$ cat config.mk
export PLATFORM = sky130hd
export DESIGN_NAME = coin_acceptor
export DESIGN_NICKNAME = d
export VERILOG_FILES = /design/src/rtl/coin_acceptor.sv
export SDC_FILE = /design/constraint.sdc
export NUM_CORES = 1
export LEC_CHECK = 0
export BUFFER_PORTS_ARGS = -buffer_cell sky130_fd_sc_hd__buf_2
export CAP_MARGIN = 0
export CORE_AREA = 2 2 52 74
export CTS_CLUSTER_DIAMETER = 200
export DETAILED_ROUTE_END_ITERATION = 12
export DIE_AREA = 0 0 54 76
export PLACE_DENSITY = 0.71
export SYNTH_ARGS = -nofsm -noshare
export SYNTH_HDL_FRONTEND = slang
export SYNTH_SLANG_ARGS = --single-unit
export TNS_END_PERCENT = 20
$ cat constraint.sdc
create_clock -name clk -period 2 [get_ports clk]
set_input_delay 0.4 -clock clk [delete_from_list [all_inputs] [get_ports clk]]
set_output_delay 0.4 -clock clk [all_outputs]
set_load 0.1 [all_outputs]
$ cat src/rtl/coin_acceptor.sv
`default_nettype none
// ============================================================================
// Module   : coin_acceptor
// Purpose  : Synchronizes and debounces raw nickel/dime/quarter sensors and
//            emits one value strobe per physical coin to the vending core.
// Revision : 1.0 - initial release
// ============================================================================
module coin_acceptor #(
  parameter int DEBOUNCE_CYCLES = 4,
  parameter int NICKEL_VAL      = 5,
  parameter int DIME_VAL        = 10,
  parameter int QUARTER_VAL     = 25
) (
  input  logic       clk,
  input  logic       rst,
  input  logic       en,
  input  logic       coin_n,
  input  logic       coin_d,
  input  logic       coin_q,
  output logic       c,
  output logic [7:0] a,
  output logic       reject,
  output logic       busy,
  output logic [7:0] coin_count
);

  localparam int c_CNT_W = $clog2(DEBOUNCE_CYCLES + 1);

  typedef enum logic [1:0] {
    IDLE         = 2'd0,
    DEBOUNCE     = 2'd1,
    EMIT         = 2'd2,
    WAIT_RELEASE = 2'd3
  } state_t;

  state_t             r_state;
  logic [2:0]         r_sync1;
  logic [2:0]         r_sync2;
  logic [2:0]         r_code;
  logic [c_CNT_W-1:0] r_cnt;

  logic [2:0] w_s;
  logic       w_one_hot;
  logic       w_multi;
  logic       w_latched_hi;
  logic       w_other_hi;
  logic [7:0] w_code_val;

  // Bit order {q, d, n} is used for both the synchronizer and the latched code
  always_ff @(posedge clk or negedge rst) begin
    if (!rst) begin
      r_sync1 <= 3'b000;
      r_sync2 <= 3'b000;
    end else begin
      r_sync1 <= {coin_q, coin_d, coin_n};
      r_sync2 <= r_sync1;
    end
  end

  assign w_s          = r_sync2;
  assign w_one_hot    = (w_s == 3'b001) || (w_s == 3'b010) || (w_s == 3'b100);
  assign w_multi      = (w_s != 3'b000) && !w_one_hot;
  assign w_latched_hi = |(w_s & r_code);
  assign w_other_hi   = |(w_s & ~r_code);

  always_comb begin
    w_code_val = 8'd0;
    case (r_code)
      3'b001:  w_code_val = 8'(NICKEL_VAL);
      3'b010:  w_code_val = 8'(DIME_VAL);
      3'b100:  w_code_val = 8'(QUARTER_VAL);
      default: w_code_val = 8'd0;
    endcase
  end

  // Outputs are assigned alongside the state transition so they track the
  // registered state with no input-to-output combinational path.
  always_ff @(posedge clk or negedge rst) begin
    if (!rst) begin
      r_state    <= IDLE;
      r_code     <= 3'b000;
      r_cnt      <= '0;
      c          <= 1'b0;
      a          <= 8'd0;
      reject     <= 1'b0;
      busy       <= 1'b0;
      coin_count <= 8'd0;
    end else begin
      c      <= 1'b0;
      reject <= 1'b0;
      case (r_state)
        IDLE: begin
          if (en && w_one_hot) begin
            r_code  <= w_s;
            r_cnt   <= c_CNT_W'(1);
            r_state <= DEBOUNCE;
            busy    <= 1'b1;
          end else if (en && w_multi) begin
            reject  <= 1'b1;
            r_state <= WAIT_RELEASE;
            busy    <= 1'b1;
          end
        end
        DEBOUNCE: begin
          if (!w_latched_hi) begin
            r_state <= IDLE;
            busy    <= 1'b0;
          end else if (w_other_hi) begin
            reject  <= 1'b1;
            r_state <= WAIT_RELEASE;
          end else if (r_cnt == c_CNT_W'(DEBOUNCE_CYCLES)) begin
            a       <= w_code_val;
            c       <= 1'b1;
            r_state <= EMIT;
          end else begin
            r_cnt <= r_cnt + c_CNT_W'(1);
          end
        end
        EMIT: begin
          if (coin_count != 8'hFF) begin
            coin_count <= coin_count + 8'd1;
          end
          r_state <= WAIT_RELEASE;
        end
        WAIT_RELEASE: begin
          if (w_s == 3'b000) begin
            r_state <= IDLE;
            busy    <= 1'b0;
          end
        end
        default: begin
          r_state <= IDLE;
          busy    <= 1'b0;
        end
      endcase
    end
  end

endmodule
`default_nettype wire

==> results.py <==
metrics = {
    "synth": {
        "synth_top_area_share_pct": 52.7,
        "yosys-top-cells-area": "dfrtp_1 (53%), mux2_2 (6.3%), xnor2_1 (3.1%)",
        "yosysSeqAreaShare_pct": 52.7,
        "syn_area_per_cell_um2": 11.4,
        "ys_warn_count": 0,
        "synth-seq-cells": 30,
        "synth_edf_count": 0,
        "synthArstFlopShare_pct": 100,
        "netlist_area_um2": 1420,
        "syn_inst": 125,
        "synth_top_cell_by_area": "dfrtp_1",
        "synth_ff_type": "dfrtp_1",
        "yosys.cell_types.count": 38,
    },
    "critical_path": {
        "path_depth": 4,
        "reg2reg_to": "r_cnt[0]$_DFFE_PN0P_",
        "critPathKind": "flop to flop",
        "ff2ff_path_depth": 4,
        "crit_arrival_ns": 1.83,
        "critPathTopFamily": "simple AND/OR/NAND/NOR gates",
        "r2r_slack_ns": 0.33,
        "worst_setup_path_start_kind": "flop",
        "timing.rr.start": "r_sync2[0]$_DFF_PN0_",
        "path_buf_inv": 0,
        "cp_data_required_time_ns": 2.16,
        "cp_max_fo": 7,
        "max_stage_delay_ns": 0.44,
        "cpMaxStageDelayCell": "dfrtp_1",
        "crit_chain": "or3_4 > and3_4 > a21bo_2 > mux2_4",
        "cp-end-kind": "flop",
    },
    "drt": {
        "drc": 0,
        "routed_via_density": 5.19,
        "dr_total_vias": 996,
        "ant_nets": 0,
        "routed_wl_um": 2480,
        "dr.pass1.iters": 4,
        "wire_per_inst_um": 12.9,
        "drt_iter0_markers": 4,
    },
    "die": {
        "die-area_um2": 4100,
        "start_util_pct": 40.5,
        "io_pins": 25,
        "core_area_um2": 3510,
        "die_h_um": 76,
        "rows": 26,
        "dieWidth_um": 54,
    },
    "final_layout": {
        "finish.instance_area_um2": 1650,
        "fillers": 346,
        "drive_above_1_share_pct": 32.7,
        "final_core_util_pct": 46.9,
        "syn2layout_area_growth_pct": 15.7,
        "fin_cells": 192,
        "nets": 158,
        "antenna_cells": 0,
    },
    "place": {
        "dp_hpwl_um": 1850,
        "placedCellCount": 184,
        "dpl_cell_area_um2": 1560,
        "routabilityCongestion": 0.704,
        "port_buffers": 21,
    },
    "timing": {
        "relSlewSlack_pct": 57.2,
        "hold_violations": 0,
        "slew_viol_final": 0,
        "period_share_pct": 83.7,
        "setup_viol": 0,
        "holdWs_ns": 0.140,
        "rsz0062_at_grt": "false",
        "tns_ns": 0,
        "fmax_ghz": 0.597,
        "fin_crit_ns": 1.67,
        "fin_skew_ns": 0.00499,
        "tightest_slew_ns": 0.642,
    },
    "pwr": {
        "sw_frac_of_total_pct": 49.1,
        "pwr-share-clk_pct": 17.5,
        "ir_worst_vdd_v": 0.00107,
        "internal-power_w": 0.00142,
        "p_switching_w": 0.00137,
        "pwr-share-seq_pct": 35.0,
        "leakage_nw": 0.818,
        "pwr-share-comb_pct": 47.5,
        "power.density_nw_per_um2": 1700,
    },
    "clock_tree": {
        "h-tree-depth": 2,
        "cts-hold-fix-buffers": 0,
        "insertion_delay_ns": 0.28,
        "post_cts_resized": 0,
        "cts_buffers": 5,
        "cts_buffer_depth": 2,
        "clkTransAtPathRegs_ns": 0.06,
        "cts_tree": "yes",
        "cts.sinks": 30,
        "cts_root_buf": "clkbuf_8",
        "cts_setup_buffers": 0,
    },
    "grt": {
        "gr-usage-all-layers_pct": 13.9,
        "overflow": 0,
        "grt_max_degree": 31,
        "antenna_found_initial": 0,
        "grt_pass1_wl_um": 4180,
        "grt_pass1_vias": 1001,
    },
    "run_status": {
        "status": "complete, no violations",
    },
    "job": {
        "maxCapViolCount": 0,
    },
    "worst_hold_path": {
        "hold_path_class": "input pin to async pin",
    },
}
==> per-layer routing <==
metal,up-vias,routed length (um),global-route usage [%]
li1,478,-,-
met1,480,964,15.4
met2,32,1330,23.0
met3,6,138,4.12
met4,0,54,6.75
met5,-,0,0
==> cell usage after synthesis (2+ instances only) <==
cell type  count
o21ai_0        5
nand2_1       10
nor2b_1        2
mux2_2         8
and3_1         2
o211ai_1       3
xnor2_1        5
dfrtp_1       30
a31oi_1        2
nand3_1        2
nand2b_1       4
inv_1          6
nor2_1         5
nor3b_1        2
xor2_1         4
a21oi_1        2
nand4_1        4
mux2i_1        2
buf_4          3
buf_2          3
ha_1           3
nor3_1         2
==> sequential cells by signal, indices dropped and copies added (netlist names) <==
signal,count
busy,1
c,1
reject,1
r_state,2
r_code,3
coin_count,8
r_sync1,3
a,5
r_sync2,3
r_cnt,3
==> cell type report <==
class	count	area (um^2)	area share, %
clock buffers	7	86.3	5.24
clock inverters	1	5.00	0.304
inverters	6	22.5	1.37
multi-input cells	84	609	37.0
flip-flops and latches	30	759	46.1
well taps	42	52.6	3.19
repair buffers	22	113	6.83
==> worst max-delay path by stage <==
stage	startpoint	endpoint	slack [ns]
after floorplan	coin_count[7]$_DFFE_PN0P_	coin_count[7]$_DFFE_PN0P_	0.05
after global placement	r_sync2[0]$_DFF_PN0_	r_cnt[0]$_DFFE_PN0P_	0.38
after detailed placement	r_sync2[2]$_DFF_PN0_	r_cnt[0]$_DFFE_PN0P_	0.33
after CTS	r_sync2[0]$_DFF_PN0_	r_cnt[0]$_DFFE_PN0P_	0.32
after global routing	r_sync2[0]$_DFF_PN0_	r_cnt[0]$_DFFE_PN0P_	0.28
final	r_sync2[0]$_DFF_PN0_	r_cnt[0]$_DFFE_PN0P_	0.33
==> cells in the final DEF, fill, tap and decap left out, drive strengths merged, types with 2 or more instances in the layout <==
cell,synthesis,final
mux2,9,9
a31oi,2,2
xor2,4,4
nor3b,2,2
nor2b,2,2
inv,6,6
nand4,5,5
o21ai,5,5
xnor2,5,5
clkbuf,0,7
nand2b,4,4
nor2,5,5
nand3,2,2
a21oi,2,2
nand2,10,10
o211ai,3,3
ha,3,3
buf,7,22
dfrtp,30,30
conb,1,3
mux2i,2,2
nor3,2,2
and3,3,3
==> kinds of logic after synthesis <==
family / Yosys count / synth area share, %
AO/OA/AOI/OAI: 20 / 9.75
AND/OR/NAND/NOR: 38 / 15.3
buffers and inverters: 13 / 5.01
XOR/XNOR: 9 / 5.54
other: 1 / 0.263
flip-flops: 30 / 52.7
adder cells (fa/ha/maj): 3 / 2.64
multiplexers: 11 / 8.79
==> power groups by stage <==
stage          clock network [W]  logic, W  registers (W)
2_1_floorplan                  0  0.000588        0.00153
3_3_place_gp                   0   0.00131       0.000981
3_5_place_dp                   0   0.00134       0.000988
4_1_cts                 0.000513   0.00134       0.000978
5_1_grt                 0.000541   0.00141        0.00101
6_report                0.000489   0.00133       0.000978
==> metrics by stage <==
step	worst slack, ns	power [W]
4_1_cts	0.318	0.00284
6_report	0.326	0.00279
2_1_floorplan	0.0532	0.00211
5_1_grt	0.282	0.00297
3_5_place_dp	0.331	0.00233
3_3_place_gp	0.382	0.00229
(Power assumes the default switching activity.)
